### config.mk
export PLATFORM = sky130hd
export DESIGN_NAME = prog_loader
export DESIGN_NICKNAME = d
export VERILOG_FILES = /design/src/rtl/prog_loader.sv
export SDC_FILE = /design/constraint.sdc
export NUM_CORES = 1
export LEC_CHECK = 0
export CORE_MARGIN = 5
export CORE_UTILIZATION = 50
export CTS_CLUSTER_DIAMETER = 80
export DETAILED_ROUTE_END_ITERATION = 6
export GPL_ROUTABILITY_DRIVEN = 1
export PLACE_DENSITY_LB_ADDON = 0.12
export SYNTH_ARGS = -nofsm -noshare
export SYNTH_HDL_FRONTEND = slang
export SYNTH_SLANG_ARGS = --single-unit
### constraint.sdc
create_clock -name clock -period 3.3 [get_ports clock]
set_clock_uncertainty 0.1 [all_clocks]
set_input_delay 0.33 -clock clock [delete_from_list [all_inputs] [get_ports clock]]
set_output_delay 0.33 -clock clock [all_outputs]
set_load 0.05 [all_outputs]
### src/rtl/prog_loader.sv
// Program loader: clears CPU memory, streams in a checksummed image,
// then releases the CPU until it halts.
module prog_loader #(
  parameter int ADDR_W = 5
) (
  input  logic              clock,
  input  logic              reset_n,
  input  logic              start,
  input  logic              in_valid,
  input  logic [7:0]        in_data,
  input  logic              in_last,
  output logic              in_ready,
  output logic              mem_we,
  output logic [ADDR_W-1:0] mem_addr,
  output logic [7:0]        mem_wdata,
  output logic              cpu_run,
  input  logic              cpu_halted,
  output logic              err,
  output logic [ADDR_W:0]   byte_count
);

  typedef enum logic [2:0] {
    S_IDLE,
    S_CLEAR,
    S_LOAD,
    S_RUN,
    S_ERROR
  } state_e;

  localparam logic [ADDR_W-1:0] LAST_A = '1;
  localparam logic [ADDR_W:0]   FULL   = {1'b1, {ADDR_W{1'b0}}};

  state_e            state_q, state_d;
  logic              in_ready_q, in_ready_d;
  logic              mem_we_q, mem_we_d;
  logic [ADDR_W-1:0] mem_addr_q, mem_addr_d;
  logic [7:0]        mem_wdata_q, mem_wdata_d;
  logic              cpu_run_q, cpu_run_d;
  logic              err_q, err_d;
  logic [ADDR_W:0]   cnt_q, cnt_d;
  logic [7:0]        acc_q, acc_d;

  logic beat;
  assign beat = in_valid && in_ready_q;

  always_comb begin
    state_d     = state_q;
    in_ready_d  = in_ready_q;
    mem_we_d    = 1'b0;
    mem_addr_d  = mem_addr_q;
    mem_wdata_d = mem_wdata_q;
    cpu_run_d   = cpu_run_q;
    err_d       = err_q;
    cnt_d       = cnt_q;
    acc_d       = acc_q;
    unique case (state_q)
      S_IDLE, S_ERROR: begin
        if (start) begin
          state_d     = S_CLEAR;
          in_ready_d  = 1'b0;
          cpu_run_d   = 1'b0;
          err_d       = 1'b0;
          cnt_d       = '0;
          acc_d       = '0;
          mem_we_d    = 1'b1;
          mem_addr_d  = '0;
          mem_wdata_d = '0;
        end
      end
      S_CLEAR: begin
        // The write to the last address is already on the bus here.
        if (mem_addr_q == LAST_A) begin
          state_d    = S_LOAD;
          in_ready_d = 1'b1;
        end else begin
          mem_we_d    = 1'b1;
          mem_addr_d  = mem_addr_q + 1'b1;
          mem_wdata_d = '0;
        end
      end
      S_LOAD: begin
        if (beat) begin
          if (in_last) begin
            in_ready_d = 1'b0;
            if (in_data == acc_q) begin
              state_d   = S_RUN;
              cpu_run_d = 1'b1;
            end else begin
              state_d = S_ERROR;
              err_d   = 1'b1;
            end
          end else if (cnt_q == FULL) begin
            state_d    = S_ERROR;
            in_ready_d = 1'b0;
            err_d      = 1'b1;
          end else begin
            mem_we_d    = 1'b1;
            mem_addr_d  = cnt_q[ADDR_W-1:0];
            mem_wdata_d = in_data;
            cnt_d       = cnt_q + 1'b1;
            acc_d       = acc_q + in_data;
          end
        end
      end
      S_RUN: begin
        if (cpu_halted) begin
          state_d   = S_IDLE;
          cpu_run_d = 1'b0;
        end
      end
      default: begin
        state_d = S_IDLE;
      end
    endcase
  end

  always_ff @(posedge clock or negedge reset_n) begin
    if (!reset_n) begin
      state_q     <= S_IDLE;
      in_ready_q  <= 1'b0;
      mem_we_q    <= 1'b0;
      mem_addr_q  <= '0;
      mem_wdata_q <= '0;
      cpu_run_q   <= 1'b0;
      err_q       <= 1'b0;
      cnt_q       <= '0;
      acc_q       <= '0;
    end else begin
      state_q     <= state_d;
      in_ready_q  <= in_ready_d;
      mem_we_q    <= mem_we_d;
      mem_addr_q  <= mem_addr_d;
      mem_wdata_q <= mem_wdata_d;
      cpu_run_q   <= cpu_run_d;
      err_q       <= err_d;
      cnt_q       <= cnt_d;
      acc_q       <= acc_d;
    end
  end

  assign in_ready   = in_ready_q;
  assign mem_we     = mem_we_q;
  assign mem_addr   = mem_addr_q;
  assign mem_wdata  = mem_wdata_q;
  assign cpu_run    = cpu_run_q;
  assign err        = err_q;
  assign byte_count = cnt_q;

endmodule
==> impl_metrics.json, run 1 <==
{
  "worstPathMaxFanout": 16,
  "layout.cells.non_filler": 297,
  "hold_class": "in2async",
  "io_pins": 37,
  "tns_ns": 0,
  "syn_area_sq_mm": 0.00194,
  "diodes": 0,
  "syn_area_per_cell_sq_um": 9.15,
  "multi_input_area_sq_mm": 0.00103,
  "ys.flop_type": "dfrtp_1",
  "pre_cts_ws_ns": 0.790,
  "die_x_um": 72.3,
  "post_cts_buffers": 0,
  "synth_commonest_cells": "nand2_1 (37), dfrtp_1 (34), o21ai_0 (26)",
  "crit_required_ns": 3.42,
  "wl_mm": 4.49,
  "cts_max_level": 2,
  "holdBufCountCts": 0,
  "drt-pass1-iter-count": 4,
  "grt_overflow_total": 0,
  "insertion_delay_ns": 0.29,
  "core_sq_mm": 0.00372,
  "rsz0062_at_grt": "no",
  "postSynthCellCount": 212,
  "drv_cap": 0,
  "drtIter0Drc": 85,
  "slew_violations": 0,
  "ys_ff_latch": 34,
  "yosysTopAreaCell": "dfrtp_1",
  "cp-end-kind": "register",
  "seq_area_frac_synth_pct": 43.9,
  "ctsResizeCount": 0,
  "critPathKind": "reg2reg",
  "ys_warn_count": 0,
  "drive_gt1_share_pct": 6.83,
  "antenna_left": 0,
  "die_area_sq_mm": 0.00522,
  "cts_num_sinks": 34,
  "routed-via-count": 1680,
  "status": "finished clean",
  "dieHeight_um": 72.3,
  "worst_pin_slew_ns": 0.560,
  "final-hold-violation-count": 0,
  "reg2reg_depth": 7,
  "ys_async_sr_fraction_pct": 100,
  "critPathArrivalTime_ns": 2.60,
  "grt_antenna_before_repair": 0,
  "clk_pin_slew_worst_paths_ns": 0.07,
  "ys_top_cells_by_area": "dfrtp_1 (44%), nand2_1 (7.2%), ha_1 (7.1%)",
  "port_buffers": 36,
  "hold_slack_ns": 0.349,
  "grt_pass1_vias": 1673,
  "dpl-instance-area_sq_mm": 0.00234,
  "seqCellArea_sq_um": 851,
  "vdd_drop_max_v": 0.000273,
  "fin_nets": 275,
  "fill_cells": 316,
  "leakage_nw": 1.06,
  "synth_top_area_share_pct": 43.9,
  "cts_tree": "done",
  "via_per_inst": 5.66,
  "dp.cells": 290,
  "grt_max_degree": 35,
  "dp.final_hpwl_mm": 3.29,
  "drc": 0,
  "cts_root_buf": "clkbuf_8",
  "wl_per_cell_um": 15.1,
  "gp_congestion": 0.879,
  "grt_pass1_wl_mm": 7.77,
  "power.density_mw_per_mm2": 515,
  "cts_made_buffers": 5,
  "fin_crit_sh_pct": 75.1,
  "setup_viol": 0,
  "max-slew-margin-rel_pct": 62.1,
  "finalCriticalPeriod_ns": 2.48,
  "synth_edf_count": 0,
  "placementRows": 22,
  "synth_nets": 238,
  "synth.distinct_cells": 43,
  "start_util_pct": 52.2,
  "worst_slack_ns": 0.822,
  "fmax_mhz": 404,
  "clock_path_buffers": 2,
  "stdcell_area_sq_mm": 0.00245,
  "area_growth_pct": 26.6,
  "grt_use_total_pct": 19.0,
  "worst_setup_path_start_kind": "register",
  "yosysMostFrequentCell": "nand2_1"
}
[kinds of logic after synthesis]
family                     Yosys count  synth area share (%)
AOI/OAI and AO/OA                   58                  19.0
muxes                                1                 0.581
DFF                                 34                  43.9
buffers and inverters               14                  3.23
adders and majority gates           12                  8.13
xor gates and xnor gates             9                  4.06
and+or+nand+nor                     84                  21.2
[per-layer routing]
metal	vias up	share of wire [%]	GRT usage, %
met5	-	0	0
met4	0	1.3	6.68
met3	6	5.0	4.57
met2	41	50	32.1
met1	801	44	23.6
li1	832	-	-
[registers in the layout (all words and copies together) (netlist names)]
register    flops
acc_q           8
mem_wdata       8
byte_count      6
mem_addr        5
state_q         3
cpu_run         1
err             1
in_ready        1
mem_we          1
[placed cells by master, fill, tap and decap left out, types with 3 or more instances in the layout]
master and n:
xnor2_1 4, xor2_1 5, nand4_1 3, a211oi_1 5, inv_1 4, o21ai_0 26, buf_4 4, nor2b_1 3
nor2_1 11, nand2b_1 4, dfrtp_1 34, clkdlybuf4s50_1 36, nor3b_1 3, ha_1 11, a21oi_1 8, nand3_1 12
nand2_1 37, a21o_1 3, clkbuf_8 6
[path summary, 6_finish.rpt]
check | slack [ns] | to | start
max | 0.82 | acc_q[7]$_DFFE_PN0P_ | byte_count[0]$_DFFE_PN0P_
min | 0.35 | mem_addr[3]$_DFFE_PN0P_ | reset_n
max reg2reg | 0.82 | acc_q[7]$_DFFE_PN0P_ | byte_count[0]$_DFFE_PN0P_
min reg2reg | 0.38 | mem_wdata[0]$_DFFE_PN0P_ | mem_wdata[0]$_DFFE_PN0P_
max in group asynchronous | 2.44 | acc_q[4]$_DFFE_PN0P_ | reset_n
min in group clock | 0.38 | mem_wdata[0]$_DFFE_PN0P_ | mem_wdata[0]$_DFFE_PN0P_
[layout make-up]
cell class / instances / share of cell area [%]
Multi-Input combinational cell: 164 / 41.8
Sequential cell: 34 / 34.7
Timing Repair Buffer: 40 / 15.9
Clock buffer: 6 / 3.36
Tap cell: 48 / 2.45
Clock inverter: 1 / 1.22
Inverter: 4 / 0.612
[stage by stage]
stage / utilization (%) / power [W]
after floorplan: - / 0.000751
after global placement: 63.0 / 0.000874
after detailed placement: 63.0 / 0.000884
after CTS: 66.1 / 0.00128
after global routing: 66.1 / 0.00133
final: 66.1 / 0.00126
[power breakdown]
group          internal [W]  switching, W
clock network      0.000242      0.000150
registers          0.000453     0.0000457
logic              0.000136      0.000238
[critical path, stage by stage, from the launching register on]
cell,delay (ns)
dfrtp_1,0.44
inv_1,0.10
ha_1,0.20
nor4b_1,0.17
a2111o_1,0.63
or4_1,0.58
o211a_1,0.15
o21ai_2,0.05
Power figures use the tool's default switching activity.
==> run 2, diff against run 1 <==
Clock period 3.3 ns to 2.33 ns, I/O delays scaled along.
==> impl_metrics.json, run 2 (synthesis results as in run 1) <==
{
  "diodes": 0,
  "worst_slack_ns": 0.132,
  "worstPathMaxFanout": 6,
  "finalCriticalPeriod_ns": 2.20,
  "drt-pass1-iter-count": 4,
  "cts_num_sinks": 34,
  "grt_pass1_wl_mm": 8.16,
  "drv_cap": 0,
  "rsz0062_at_grt": "no",
  "cp-end-kind": "register",
  "critPathArrivalTime_ns": 2.32,
  "grt_max_degree": 35,
  "vdd_drop_max_v": 0.000467,
  "tns_ns": 0,
  "rrSetupSlack_ns": 0.13,
  "grt_overflow_total": 0,
  "fill_cells": 302,
  "final_common_cell": "nand2_1",
  "r2r_end": "acc_q[7]$_DFFE_PN0P_",
  "grt_use_total_pct": 20.3,
  "grt_antenna_before_repair": 0,
  "dp.final_hpwl_mm": 3.56,
  "worst_pin_slew_ns": 0.517,
  "worst_setup_path_start_kind": "register",
  "port_buffers": 36,
  "cts_root_buf": "clkbuf_8",
  "hold_slack_ns": 0.246,
  "area_growth_pct": 31.9,
  "pre_cts_ws_ns": -0.00991,
  "grt_pass1_vias": 1786,
  "gp_congestion": 0.933,
  "fin_nets": 290,
  "io_pins": 37,
  "power.density_mw_per_mm2": 674,
  "post_cts_buffers": 0,
  "final-hold-violation-count": 0,
  "start_util_pct": 52.2,
  "cts_tree": "done",
  "status": "finished clean",
  "slew_violations": 0,
  "crit_required_ns": 2.45,
  "cts_max_level": 2,
  "setup_viol": 0,
  "max-slew-margin-rel_pct": 65.4,
  "dieHeight_um": 72.3,
  "drtIter0Drc": 109,
  "insertion_delay_ns": 0.29,
  "fmax_mhz": 455,
  "crit-reg2reg-launch": "byte_count[0]$_DFFE_PN0P_",
  "drc": 0,
  "leakage_nw": 1.12,
  "holdBufCountCts": 0,
  "clock_path_buffers": 2,
  "hold_class": "in2async",
  "reg2reg_depth": 9,
  "wl_per_cell_um": 14.9,
  "clk_pin_slew_worst_paths_ns": 0.07,
  "wl_mm": 4.66,
  "die_area_sq_mm": 0.00522,
  "core_sq_mm": 0.00372,
  "routed-via-count": 1763,
  "drive_gt1_share_pct": 13.6,
  "final_cell_mix": "nand2_1 (37), clkdlybuf4s50_1 (36), dfrtp_1 (32)",
  "fin_crit_sh_pct": 94.3,
  "die_x_um": 72.3,
  "placementRows": 22,
  "antenna_left": 0,
  "cts_made_buffers": 5,
  "via_per_inst": 5.63,
  "critPathKind": "reg2reg"
}
## run 2: cell count changes in the layout (fill, tap and decap cells not counted)
cell,before,now
bufinv_16,1,0
clkinv_2,0,1
dfrtp_1,34,32
nor3b_1,3,2
nor3b_2,0,1
clkinvlp_4,0,1
buf_4,4,19
dfrtp_2,0,2
## run 2: metal layers
metal / share of wire (%) / up-vias / track usage (%)
met5: 0 / - / 0
li1: - / 857 / -
met4: 2.4 / 0 / 8.77
met1: 44 / 851 / 24.2
met2: 49 / 42 / 34.2
met3: 4.9 / 13 / 5.68
## run 2: power by group
group	internal [W]	switching, W	leakage [nW]
clock network	0.000237	0.000219	0.0472
logic	0.000220	0.000361	0.620
registers	0.000641	0.0000456	0.457
total	0.00110	0.000626	1.12
## run 2: final cells by class
type                            instances  area, sq um  share of cell area (%)
Timing Repair Buffer                   55          503                    19.7
Inverter                                4         15.0                   0.587
Multi-Input combinational cell        164         1030                    40.3
Clock buffer                            6         82.6                    3.23
Tap cell                               48         60.1                    2.35
Sequential cell                        34          853                    33.4
Clock inverter                          2         12.5                   0.489
## run 2: metrics by stage
| step | util [%] | power, W | area, sq um | std cells |
|---|---|---|---|---|
| 2_1_floorplan | - | 0.00106 | 1940 | 212 |
| 3_3_place_gp | 66.1 | 0.00127 | 2460 | 305 |
| 3_5_place_dp | 66.1 | 0.00128 | 2460 | 305 |
| 4_1_cts | 68.7 | 0.00174 | 2550 | 313 |
| 5_1_grt | 68.8 | 0.00184 | 2560 | 313 |
| 6_report | 68.8 | 0.00172 | 2560 | 313 |
## run 2: what timing repair did
item	in CTS	in global routing
endpoints found under the hold margin	0	0
resized for setup	0	1
endpoints found under the setup margin	0	1
## run 2: worst max path at each step
stage                                    startpoint                 endpoint  slack [ns]  depth (start not counted)
after floorplan           byte_count[0]$_DFFE_PN0P_     acc_q[7]$_DFFE_PN0P_        0.02                          7
after global placement                   in_data[0]     acc_q[6]$_DFFE_PN0P_        0.03                          8
after detailed placement                 in_data[0]     acc_q[6]$_DFFE_PN0P_       -0.01                          8
after CTS                 byte_count[0]$_DFFE_PN0P_     acc_q[7]$_DFFE_PN0P_        0.13                          9
after global routing      byte_count[0]$_DFFE_PN0P_  mem_addr[3]$_DFFE_PN0P_        0.01                          9
final                     byte_count[0]$_DFFE_PN0P_     acc_q[7]$_DFFE_PN0P_        0.13                          9
## run 2: worst max-delay path, stage by stage (launching register included)
cell and delay [ns]:
dfrtp_2 0.36, inv_1 0.05, ha_1 0.18, nor4b_1 0.14, buf_4 0.15, a2111o_1 0.39
buf_4 0.17, or3_1 0.30, o211a_1 0.22, o21ai_2 0.05
==> run 3, diff against run 2 <==
Settings changed: CTS_CLUSTER_DIAMETER 80 to unset, SKIP_LAST_GASP set to 1.
Clock period 2.33 ns to 2.4 ns, I/O delays scaled along.
==> impl_metrics.json, run 3 (synthesis results as in run 1) <==
{
  "critPathArrivalTime_ns": 2.35,
  "drv_cap": 0,
  "rrSetupSlack_ns": 0.17,
  "drc": 0,
  "worst_slack_ns": 0.169,
  "core_sq_mm": 0.00372,
  "slew_violations": 0,
  "worstPathMaxFanout": 7,
  "power.total_w": 0.00167,
  "cts_made_buffers": 5,
  "crit_path_cell_trace": "inv_1 -> ha_1 -> nor4b_2 -> a2111o_1 -> buf_4 -> or3_1 -> o211a_1 -> o21ai_2",
  "holdBufCountCts": 0,
  "start_util_pct": 52.2,
  "drt-pass1-iter-count": 4,
  "routed-via-count": 1696,
  "via_per_inst": 5.47,
  "netSwitchingFraction_pct": 36.0,
  "pre_cts_ws_ns": 0.0241,
  "critPathKind": "reg2reg",
  "grt_pass1_vias": 1710,
  "wl_mm": 4.69,
  "grt_pass1_wl_mm": 8.18,
  "final_common_cell": "nand2_1",
  "status": "finished clean",
  "grt_max_degree": 35,
  "worst_pin_slew_ns": 0.513,
  "fmax_mhz": 448,
  "fin_util_pct": 68.3,
  "port_buffers": 36,
  "cpMaxStageDelayCell": "a2111o_1",
  "finalCriticalPeriod_ns": 2.23,
  "leakage_nw": 1.11,
  "max-slew-margin-rel_pct": 65.7,
  "area_growth_pct": 30.8,
  "drtIter0Drc": 99,
  "die_x_um": 72.3,
  "setup_viol": 0,
  "power.density_mw_per_mm2": 657,
  "final-hold-violation-count": 0,
  "fin_crit_sh_pct": 93.0,
  "rsz0062_at_grt": "no",
  "tns_ns": 0,
  "multi_input_area_sq_mm": 0.00104,
  "clk_pin_slew_worst_paths_ns": 0.07,
  "drive_gt1_share_pct": 12.6,
  "gp_congestion": 0.920,
  "fin_nets": 287,
  "critPathMaxStageDelay_ns": 0.45,
  "seqCellArea_sq_um": 853,
  "crit_path_start": "byte_count[0]$_DFFE_PN0P_",
  "hold_class": "in2async",
  "comb_power_share_pct": 33.7,
  "post_cts_buffers": 0,
  "cts_num_sinks": 34,
  "fill_cells": 326,
  "crit_required_ns": 2.52,
  "clock_path_buffers": 2,
  "vdd_drop_max_v": 0.000392,
  "dp.final_hpwl_mm": 3.50,
  "wl_per_cell_um": 15.1,
  "power_frac_seq_pct": 39.9,
  "placementRows": 22,
  "grt_use_total_pct": 20.2,
  "final_cell_mix": "nand2_1 (37), clkdlybuf4s50_1 (36), dfrtp_1 (32)",
  "die_area_sq_mm": 0.00522,
  "switching_power_w": 0.000600,
  "diodes": 0,
  "cts_max_level": 2,
  "cp.buffers_inverters": 2,
  "cts_tree": "done",
  "io_pins": 37,
  "insertion_delay_ns": 0.29,
  "dieHeight_um": 72.3,
  "cts_root_buf": "clkbuf_8",
  "p_int_w": 0.00107,
  "worst_setup_path_start_kind": "register",
  "grt_overflow_total": 0,
  "cp-end-kind": "register",
  "antenna_left": 0,
  "grt_antenna_before_repair": 0,
  "crit-reg2reg-launch": "byte_count[0]$_DFFE_PN0P_",
  "critical-path-top-delay-family": "compound AO/OA/AOI/OAI gates",
  "power.share.clock_pct": 26.5
}
-- run 3: cell types whose count changed in the layout (fill, tap and decap cells not counted), sizes merged --
cell,before,now
clkbuf,6,7
clkinvlp,1,0
buf,19,16
-- run 3: metrics by stage --
| stage | cells | hold WS (ns) | cell area (sq um) |
|---|---|---|---|
| 3_3_place_gp | 302 | 0.365 | 2430 |
| 3_5_place_dp | 302 | 0.372 | 2430 |
| 2_1_floorplan | 212 | -0.156 | 1940 |
| 4_1_cts | 310 | 0.274 | 2530 |
| 6_report | 310 | 0.266 | 2540 |
| 5_1_grt | 310 | 0.327 | 2540 |
-- run 3: power groups by stage --
stage	Clock, W	Sequential [W]	Combinational [W]
after global placement	0	0.000675	0.000553
final	0.000441	0.000664	0.000561
after detailed placement	0	0.000676	0.000559
after floorplan	0	0.000828	0.000205
after global routing	0.000486	0.000674	0.000610
after CTS	0.000454	0.000665	0.000560
-- run 3: repair_timing --
action | in CTS | in global routing
hold endpoints to repair | 0 | 0
gates resized for setup | 0 | 2
endpoints found under the setup margin | 0 | 16
-- run 3: cell type report --
| class | count | share of cell area, % |
|---|---|---|
| clock inverter | 1 | 0.197 |
| tap | 48 | 2.37 |
| timing repair buffer | 52 | 18.9 |
| clock buffer | 7 | 3.40 |
| sequential | 34 | 33.6 |
| inverter | 4 | 0.592 |
| multi-input combinational | 164 | 40.9 |
-- run 3: final timing paths --
path | endpoint | cells past startpoint
max | acc_q[7]$_DFFE_PN0P_ | 8
min | mem_addr[3]$_DFFE_PN0P_ | 2
max reg2reg | acc_q[7]$_DFFE_PN0P_ | 8
min reg2reg | err$_DFFE_PN0P_ | 2
max in group asynchronous | byte_count[0]$_DFFE_PN0P_ | 2
min in group clock | err$_DFFE_PN0P_ | 2
-- run 3: metal layers --
| metal | wire length, um | vias to the layer above | track usage, % |
|---|---|---|---|
| li1 | - | 851 | - |
| met1 | 2120 | 792 | 25.1 |
| met2 | 2290 | 45 | 34.1 |
| met3 | 217 | 8 | 4.85 |
| met4 | 65 | 0 | 6.89 |
| met5 | 0 | - | 0 |
